==> src/rtl/alu_mult_sequencer.sv <==
// ============================================================================
// Module   : alu_mult_sequencer
// Purpose  : Iterative shift-add unsigned multiplier (low WIDTH bits) that
//            drives a shared external ALU. Optional overflow flag: MULT_OVF_EN.
// Revision : 1.0 - initial release
// ============================================================================
`default_nettype none

module alu_mult_sequencer #(
    parameter int WIDTH  = 32,
    parameter int ALUC_W = 3
) (
    input  logic              clk,
    input  logic              reset,
    input  logic              in_valid,
    output logic              in_ready,
    input  logic [WIDTH-1:0]  operand_a,
    input  logic [WIDTH-1:0]  operand_b,
    output logic              out_valid,
    input  logic              out_ready,
    output logic [WIDTH-1:0]  product,
    output logic              zero_out,
    output logic              ovf_out,
    output logic [ALUC_W-1:0] alu_control,
    output logic [WIDTH-1:0]  alu_op0,
    output logic [WIDTH-1:0]  alu_op1,
    input  logic [WIDTH-1:0]  alu_result,
    input  logic              alu_carry,
    input  logic              alu_zero
);

    localparam logic [ALUC_W-1:0] c_ALU_ADD = ALUC_W'(3'b000);
    localparam logic [ALUC_W-1:0] c_ALU_AND = ALUC_W'(3'b010);
    localparam logic [ALUC_W-1:0] c_ALU_SHL = ALUC_W'(3'b100);
    localparam logic [ALUC_W-1:0] c_ALU_SHR = ALUC_W'(3'b101);
    localparam logic [WIDTH-1:0]  c_ONE     = WIDTH'(1);

    typedef enum logic [2:0] {
        S_IDLE  = 3'd0,
        S_CHECK = 3'd1,
        S_ADD   = 3'd2,
        S_SHL   = 3'd3,
        S_SHR   = 3'd4,
        S_DONE  = 3'd5
    } state_t;

    state_t           r_state;
    state_t           w_next;
    logic [WIDTH-1:0] r_acc;
    logic [WIDTH-1:0] r_mcand;
    logic [WIDTH-1:0] r_mplier;

    always_comb begin
        w_next      = r_state;
        alu_control = c_ALU_ADD;
        alu_op0     = '0;
        alu_op1     = '0;
        case (r_state)
            S_IDLE: begin
                if (in_valid) w_next = S_CHECK;
            end
            S_CHECK: begin
                if (r_mplier == '0) begin
                    w_next = S_DONE;
                end else begin
                    alu_control = c_ALU_AND;
                    alu_op0     = r_mplier;
                    alu_op1     = c_ONE;
                    w_next      = alu_zero ? S_SHL : S_ADD;
                end
            end
            S_ADD: begin
                alu_control = c_ALU_ADD;
                alu_op0     = r_acc;
                alu_op1     = r_mcand;
                w_next      = S_SHL;
            end
            S_SHL: begin
                alu_control = c_ALU_SHL;
                alu_op0     = r_mcand;
                alu_op1     = c_ONE;
                w_next      = S_SHR;
            end
            S_SHR: begin
                alu_control = c_ALU_SHR;
                alu_op0     = r_mplier;
                alu_op1     = c_ONE;
                w_next      = S_CHECK;
            end
            S_DONE: begin
                if (out_ready) w_next = S_IDLE;
            end
            default: w_next = S_IDLE;
        endcase
    end

    always_ff @(posedge clk or posedge reset) begin
        if (reset) begin
            r_state  <= S_IDLE;
            r_acc    <= '0;
            r_mcand  <= '0;
            r_mplier <= '0;
        end else begin
            r_state <= w_next;
            case (r_state)
                S_IDLE: begin
                    if (in_valid) begin
                        r_mcand  <= operand_a;
                        r_mplier <= operand_b;
                        r_acc    <= '0;
                    end
                end
                S_ADD:   r_acc    <= alu_result;
                S_SHL:   r_mcand  <= alu_result;
                S_SHR:   r_mplier <= alu_result;
                default: ;
            endcase
        end
    end

    assign in_ready  = (r_state == S_IDLE);
    assign out_valid = (r_state == S_DONE);
    assign product   = out_valid ? r_acc : '0;
    assign zero_out  = out_valid && (r_acc == '0);

`ifdef MULT_OVF_EN
    // lost: a set bit has been shifted out of the multiplicand; any later ADD
    // of that partial product means the true product no longer fits.
    logic r_lost;
    logic r_ovf;

    always_ff @(posedge clk or posedge reset) begin
        if (reset) begin
            r_lost <= 1'b0;
            r_ovf  <= 1'b0;
        end else begin
            case (r_state)
                S_IDLE: begin
                    if (in_valid) begin
                        r_lost <= 1'b0;
                        r_ovf  <= 1'b0;
                    end
                end
                S_ADD:   r_ovf  <= r_ovf | alu_carry | r_lost;
                S_SHL:   r_lost <= r_lost | r_mcand[WIDTH-1];
                default: ;
            endcase
        end
    end

    assign ovf_out = out_valid && r_ovf;
`else
    logic w_unused_carry;
    assign w_unused_carry = alu_carry;
    assign ovf_out        = 1'b0;
`endif

endmodule

`default_nettype wire

==> config.mk <==
export PLATFORM = sky130hd
export DESIGN_NAME = alu_mult_sequencer
export DESIGN_NICKNAME = d
export VERILOG_FILES = /design/src/rtl/alu_mult_sequencer.sv
export SDC_FILE = /design/constraint.sdc
export NUM_CORES = 1
export LEC_CHECK = 0
export CAP_MARGIN = 10
export CORE_ASPECT_RATIO = 1.4
export CORE_MARGIN = 4
export CORE_UTILIZATION = 50
export DETAILED_ROUTE_END_ITERATION = 16
export GPL_TIMING_DRIVEN = 0
export PLACE_DENSITY = 0.84
export SETUP_SLACK_MARGIN = 0.5
export SKIP_CTS_REPAIR_TIMING = 1
export SLEW_MARGIN = 20
export SYNTH_ARGS = -nofsm -noshare
export SYNTH_HDL_FRONTEND = slang
export SYNTH_SLANG_ARGS = --single-unit
==> constraint.sdc <==
create_clock -name clk -period 8.2 [get_ports clk]
set_input_delay 0.82 -clock clk [delete_from_list [all_inputs] [get_ports clk]]
set_output_delay 0.82 -clock clk [all_outputs]
set_load 0.005 [all_outputs]
Word level (Yosys, flattened, before mapping)
Cells that the tools add are included.
{ "word_totals": {"out_inout_bits": 103, "input_bits": 102, "regBits": 99} }
{ "op_classes": {"eq_ne": 7, "n_reduce_logical": 12, "mux": 18} }
{ "ops": {"columns": ["op", "count"], "rows": [
  ["$pmux 32 s2", 3],
  ["$mux 32", 5],
  ["$pmux 32 s4", 1],
  ["$pmux 32 s3", 1],
  ["$logic_not 32->1", 2],
  ["$pmux 3 s6", 1],
  ["$mux 3", 3],
  ["$pmux 3 s3", 1],
  ["$reduce_and 2->1", 4],
  ["$eq 3x2->1 const B", 2],
  ["$eq 3x3->1 const B", 2],
  ["$reduce_bool 2->1", 3],
  ["$eq 3x1->1 const B", 1],
  ["$logic_not 3->1", 1],
  ["$mux 1", 2],
  ["$mux 2", 1],
  ["$ne 2x1->1 const B", 1],
  ["$ne 2x2->1 const B", 1],
  ["$reduce_or 2->1", 1],
  ["$logic_and 1x1->1", 1]
]} }

Logic depth before layout (Yosys ltp)
Gate-level depths: netlist of the first run.
{ "depth": {"word_depth": 3, "depth_mapped": 7, "depth_no_buf": 5} }

Worst setup path after synthesis of the first run
OpenSTA, ideal clock, no wires.
{ "synth_timing": {"path_kind": "flip-flop to output port", "from": "reg r_state[1]", "to": "out alu_op0[13]", "arrival_time_ps": 1381, "path_slack_ps": 5999, "stages_incl_launch_ff": 8, "path_cell_list": "dfrtp_1 -> clkbuf_1 -> nand2b_1 -> clkbuf_1 -> clkbuf_1 -> nor2_1 -> a21oi_1 -> o21ai_0"} }
{ "synth_between": {"elab_chain_cells": 2} }
{ "synth_rtl": {"columns": ["item", "line", "source"], "rows": [
  ["start: declaration", "47", "state_t r_state;"],
  ["start signal: assignment", "104", "r_state <= w_next;"],
  ["$eq 3x3->1, or another cell as far along", "58", "case (r_state)"],
  ["$pmux 32 s4 *", "58", null],
  ["end: declaration", "25", "output logic [WIDTH-1:0] alu_op0,"]
]} }
Every way passes the cells marked *; elsewhere a longest branch is shown, timed or not.

Final worst setup path of the first run
{ "layout_timing": {"from": "reg r_state[1]", "to": "out alu_op0[9]"} }
Same word-level chain as after synthesis.

==> run metrics, run 1 <==
main combinational cell family by area after synthesis=simple AND/OR/NAND/NOR gates; Global Route met2 Usage=a little over half; Cell Chain, Critical Path=clkbuf_1 -> nand2b_1 -> clkbuf_1 -> clkbuf_1 -> nor2_1 -> a21oi_1 -> o21ai_0 -> clkdlybuf4s50_1; Max clock buf depth=2; Finished Layout Cells=about 1100; # rows=47; Crit path top cell by count=clkbuf_1; IO Port Bufs=202; syn_nets=827; Critical Path AT=2940 ps; CTS tree=done; Syn Area/Cell=between 8 and 9 um2; #FFs+latches synth=slightly below 100; mux share of post-synthesis cell area=15.78%; CP Max Fanout=10; Tmin final=~3800 ps; cells on worst reg2reg path=6; Buf+Inv Stages, Crit Path=4; leakage=between 0.003 and 0.004 uW; layer with the highest usage=met2; CP top delay family=buffers and inverters; Root Buffer=clkbuf_16; Slew Limit Headroom=a little under half; post-synthesis simple-gate area fraction=a little under a quarter; worst-path cell with the longest stage delay=clkbuf_1; min-delay src=r_acc[13]; Initial DRC Count=roughly 600; die area=around 0.014 mm2; Total GRT Usage=33.44%; htree depth=3; global-route wire length before repair=around 36 mm; status=complete, no violations; synth warn=0; type of the worst setup path=reg2out; hold worst-path end=r_acc[13]; Worst Path Required=7380 ps; via count=roughly 6600; HP Class=reg2reg; Final setup viols=0; Max stage delay on crit path=660 ps; worst slew pin tran=roughly 820 ps; layout cells sized above 1=slightly above 4%; maximum vdd ir drop=around 240 uV; initial antenna violation count=0; Worst-path clk slew=70 ps; XOR/XNOR Fraction of Synth Area=0%; Achievable Freq=around 270 MHz; reg2reg start=r_state[0]; pwr dens=between 300 and 400 mW/mm2; worst flop-to-flop path endpoint=r_acc[9]; Routed Antenna Nets=0; Ant. Diodes=0; met3 usage=7.096%; Synth-to-Final Area Change=41.07%; gr ovfl total=0; sequential share of the synthesized area=40.68%; TritonCTS buffer count=9; Global Route met1 Usage=a little over two fifths; Hold Crit Depth=2; First-pass DRT Iterations=6; worst-skew pair later-pin latency=350 ps; largest net degree at the start of global routing=53; Starting Density=about half; commonest non-fill, non-tap cells in the layout=202 x clkdlybuf4s50_1, 100 x nand2_1, 99 x dfrtp_1; Synth Area in Compound Gates=13.95%; most common cell after layout, fill and taps aside=clkdlybuf4s50_1; max_cap viols=0; Nets=1041; skew final=~4.6 ps; routed wire length=about 24 mm; Die Span Y=138.6 um; RSZ-0062 raised after global routing=false; Worst setup SP type=flop; DRC errors left=0; via density per instance=approximately 6.0; period utilization=about 46%; total negative slack=0 ps; routed len/inst=21.58 um; Placed Cells=1075; dpl hpwl=17.11 mm; post-synthesis adder-cell area fraction=less than 1%; Synth cell types=29; crit end category=output pin; flop2flop setup slack=6140 ps; vias in the first global route=~6500; cell count after synthesis=just over 700; die width=101.3 um; Netlist Area Pre-Place=~0.006 mm2; max-slew violation count=0; Final Hold Fails=0; TritonCTS Sinks=just under 100; core area=between 0.01 and 0.015 mm2; io pins=205; placer congestion estimate=0.9117
[worst max path at each step]
stage | start | endpoint | slack (ps) | cells after the start
2_1_floorplan | reset | r_acc[0] | 4790 | 1
3_3_place_gp | reset | r_mcand[17] | 3200 | 2
3_5_place_dp | r_state[1] | alu_op0[9] | 4960 | 8
4_1_cts | r_state[1] | alu_op0[9] | 4570 | 8
5_1_grt | r_state[1] | alu_op0[19] | 4330 | 7
6_report | r_state[1] | alu_op0[9] | 4440 | 8
[where the power goes]
group	total [uW]	switching (uW)	internal [uW]
sequential	997	270	727
combinational	1950	1020	930
clock	400	195	205
total	3340	1480	1860
[kinds of logic (layout without fill, tap and decap cells)]
family,after synthesis,count (layout)
compound gates,168,168
fa+ha+maj,1,1
buf+inv,66,285
flops,99,99
mux,96,96
other cells,1,1
simple gates,294,294
[flip-flops by register name (all words and copies together), names as in the netlist]
name and flops:
r_acc 32, r_mcand 32, r_mplier 32, r_state 3
[final cells by class]
class,instances,area [um2]
inverter,4,20.02
buffer,62,342.8
clock inverter,5,30.03
tap,147,183.9
sequential,99,2477
multi-input combinational,560,3254
fill,951,3288
clock buffer,11,232.7
timing repair buffer,203,2049
[layer usage]
metal  share of wire (%)  vias up
met3                  10       87
met2                  49      482
met1                  36     3087
met5                   0        -
li1                    -     2908
met4                 4.3        0
[cells in the mapped netlist]
library cell    n  area share (%)
a21o_1          1            0.12
a21oi_1        66             5.4
and2_1         34             3.5
and3_1         31             3.2
buf_12          4             1.3
buf_2          12            0.99
buf_4           5            0.62
buf_8           1            0.25
clkbuf_1       40             2.5
conb_1          1           0.062
dfrtp_1        99              41
inv_1           4            0.25
maj3_1          1            0.16
mux2i_1        96              16
nand2_1       100             6.2
nand2b_1       35             3.6
nand3_1         1           0.082
nand4_1         3            0.31
nor2_1         66             4.1
nor2b_1         2            0.21
nor3_1          3            0.25
nor3_4          1            0.27
nor3b_1         1            0.12
nor4_1         16             1.6
o21ai_0        93             7.6
o21ai_1         6            0.49
o2bb2ai_1       1            0.14
o31ai_1         1            0.12
or2_1           1            0.10
[worst register-to-register path: stages, from the launching register on]
cell	delay (ps)
dfrtp_1	440
buf_4	200
nor2_1	380
nand2_1	270
clkbuf_1	360
nand2_1	170
o21ai_0	100
[metrics by stage]
stage | cell area [um2] | hold slack, ps | setup WS [ps] | util (%) | power (uW)
floorplan | 6090 | 528.3 | 4790 | - | 1961
global placement | 8295 | 554.6 | 3200 | 69.83 | 2849
detailed placement | 8328 | 563.4 | 4964 | 70.11 | 2903
CTS | 8591 | 573.0 | 4565 | 72.32 | 3301
global route | 8591 | 591.1 | 4329 | 72.32 | 3536
finish | 8591 | 579.7 | 4440 | 72.32 | 3345
Note: power is estimated with default switching activity, not from simulation.
==> run 2: changes to the inputs <==
--- a/config.mk
+++ b/config.mk
@@ -8,10 +8,10 @@
 export CAP_MARGIN = 10
 export CORE_ASPECT_RATIO = 1.4
 export CORE_MARGIN = 4
-export CORE_UTILIZATION = 50
+export CORE_UTILIZATION = 47
 export DETAILED_ROUTE_END_ITERATION = 16
 export GPL_TIMING_DRIVEN = 0
-export PLACE_DENSITY = 0.84
+export PLACE_DENSITY = 0.79
 export SETUP_SLACK_MARGIN = 0.5
 export SKIP_CTS_REPAIR_TIMING = 1
 export SLEW_MARGIN = 20
==> constraint.sdc (replaced) <==
create_clock -name clk -period 3.6 [get_ports clk]
set_input_delay 0.36 -clock clk [delete_from_list [all_inputs] [get_ports clk]]
set_output_delay 0.36 -clock clk [all_outputs]
set_load 0.005 [all_outputs]
==> run metrics, run 2 (synthesis results as in run 1) <==
status=complete, no violations; Worst Path Required=3240 ps (-4140 ps); CP top delay family=buffers and inverters; worst-skew pair later-pin latency=350 ps (about the same); leakage=0.003548 uW (+1.1%); Buf+Inv Stages, Crit Path=4 (unchanged); Initial DRC Count=644 (+9.0%); via density per instance=5.922 (-1.6%); Nets=1041 (unchanged); Ant. Diodes=0 (unchanged); WHS=366.4 ps (-213.3 ps); Achievable Freq=around 330 MHz; initial antenna violation count=0 (unchanged); max_cap viols=0 (unchanged); dpl ws=824.4 ps (-4140 ps); io pins=205 (unchanged); skew final=5.624 ps (+1.052 ps); Slew Limit Headroom=53.74% (+8.4 points); Tmin final=a little over 3000 ps; biggest regs=r_acc x32, r_mcand x32, r_mplier x32; die width=104.2 um (+2.9%); IO Port Bufs=202 (unchanged); die area=0.01487 mm2 (+5.9%); placer congestion estimate=0.9243 (+1.4%); most common cell after layout, fill and taps aside=clkdlybuf4s50_1; max-slew violation count=0 (unchanged); DRC errors left=0 (unchanged); multi-input logic area=0.003254 mm2 (unchanged); period utilization=between 80% and 90%; global-route wire length before repair=36.10 mm (-0.70%); Routed Antenna Nets=0 (unchanged); fill count=1063 (+12%); gr ovfl total=0 (unchanged); TritonCTS buffer count=9 (unchanged); routed wire length=23.68 mm (+0.59%); RSZ-0062 raised after global routing=true; Synth-to-Final Area Change=41.75%; flop2flop setup slack=1600 ps (-4540 ps); First-pass DRT Iterations=5 (-1); Die Span Y=142.7 um (+3.0%); routed len/inst=21.64 um (+0.31%); vias in the first global route=6381 (-2.0%); CTS tree=done; Starting Density=48.75% (-2.5 points); htree depth=3 (unchanged); commonest non-fill, non-tap cells in the layout=202 x clkdlybuf4s50_1, 100 x nand2_1, 99 x dfrtp_1; Final setup viols=0 (unchanged); Max clock buf depth=2 (unchanged); maximum vdd ir drop=407.8 uV (+69%); Final Hold Fails=0 (unchanged); pwr dens=888.1 mW/mm2 (+130%); worst setup margin=539.7 ps (-3901 ps); TritonCTS Sinks=99 (unchanged); Worst-path clk slew=70 ps (about the same); Root Buffer=clkbuf_16; crit end category=output pin; via count=6479 (-1.3%); Worst setup SP type=flop; layout cells sized above 1=4.979% (+0.85 points); worst-path cell with the longest stage delay=clkdlybuf4s50_1; FF+latch area=0.002477 mm2 (unchanged); largest net degree at the start of global routing=65 (+23%); worst slew pin tran=694.0 ps (-126.4 ps); Critical Path AT=2700 ps (-240 ps); CP Max Fanout=10 (unchanged); Max stage delay on crit path=530 ps (-130 ps); dpl hpwl=17.26 mm (+0.90%); core area=0.01249 mm2 (+5.2%); Cell Chain, Critical Path=buf_4 -> nand2_1 -> or2_1 -> inv_1 -> buf_1 -> and2_1 -> clkdlybuf4s50_1; Total GRT Usage=31.49% (-2.0 points); HP Class=in2async; type of the worst setup path=reg2out; # rows=48 (+2.1%)
[run 2: changes by cell type in the layout (fill, tap and decap cells not counted)]
cell and delta:
clkinvlp_4 -1, clkinv_2 -2, buf_1 +1, clkbuf_8 +3, clkinv_4 +1, clkbuf_2 +7, clkbuf_1 -9
[run 2: worst reg2reg max path, delay by kind of cell, from the launching register on]
kind	cells	cell delay, ps
flops	1	440
buf+inv	3	980
compound gates	1	150
simple gates	2	270
[run 2: routing by layer]
layer | track usage [%] | share of wire (%)
met2 | 54.92 | 50
met3 | 4.342 | 7.6
met5 | 0 | 0
met4 | 15.20 | 4.2
met1 | 38.63 | 38
[run 2: path summary, 6_finish.rpt]
check,startpoint,depth (start not counted),endpoint
max,r_state[0],7,product[3]
min,reset,2,r_mplier[14]
max reg2reg,r_state[0],6,r_mcand[1]
min reg2reg,r_acc[18],2,r_acc[18]
max in group asynchronous,reset,3,r_mcand[26]
min in group clk,r_acc[18],2,r_acc[18]
[run 2: power breakdown]
| part | internal, uW | leakage (uW) | total [uW] | switching [uW] |
|---|---|---|---|---|
| Clock | 527 | 0.000142 | 964 | 437 |
| Combinational | 2130 | 0.00221 | 4430 | 2300 |
| Sequential | 1660 | 0.00119 | 2270 | 616 |
[run 2: cell type report]
cell class	count	area share [%]
inverter	4	0.2319
clock buffer	13	3.131
tap	150	2.174
clock inverter	3	0.2464
timing repair buffer	203	23.74
buffer	62	4.073
sequential	99	28.70
multi-input combinational	560	37.70
[run 2: metrics by stage]
step | TNS [ps] | power, uW | instance area, um2 | cells | utilization (%)
6_report | 0 | 7666 | 8632 | 1094 | 69.10
4_1_cts | 0 | 7587 | 8623 | 1094 | 69.03
2_1_floorplan | 0 | 4467 | 6090 | 725 | -
3_5_place_dp | 0 | 6613 | 8332 | 1078 | 66.70
3_3_place_gp | -93530 | 6516 | 8299 | 1077 | 66.44
5_1_grt | 0 | 8120 | 8632 | 1094 | 69.10
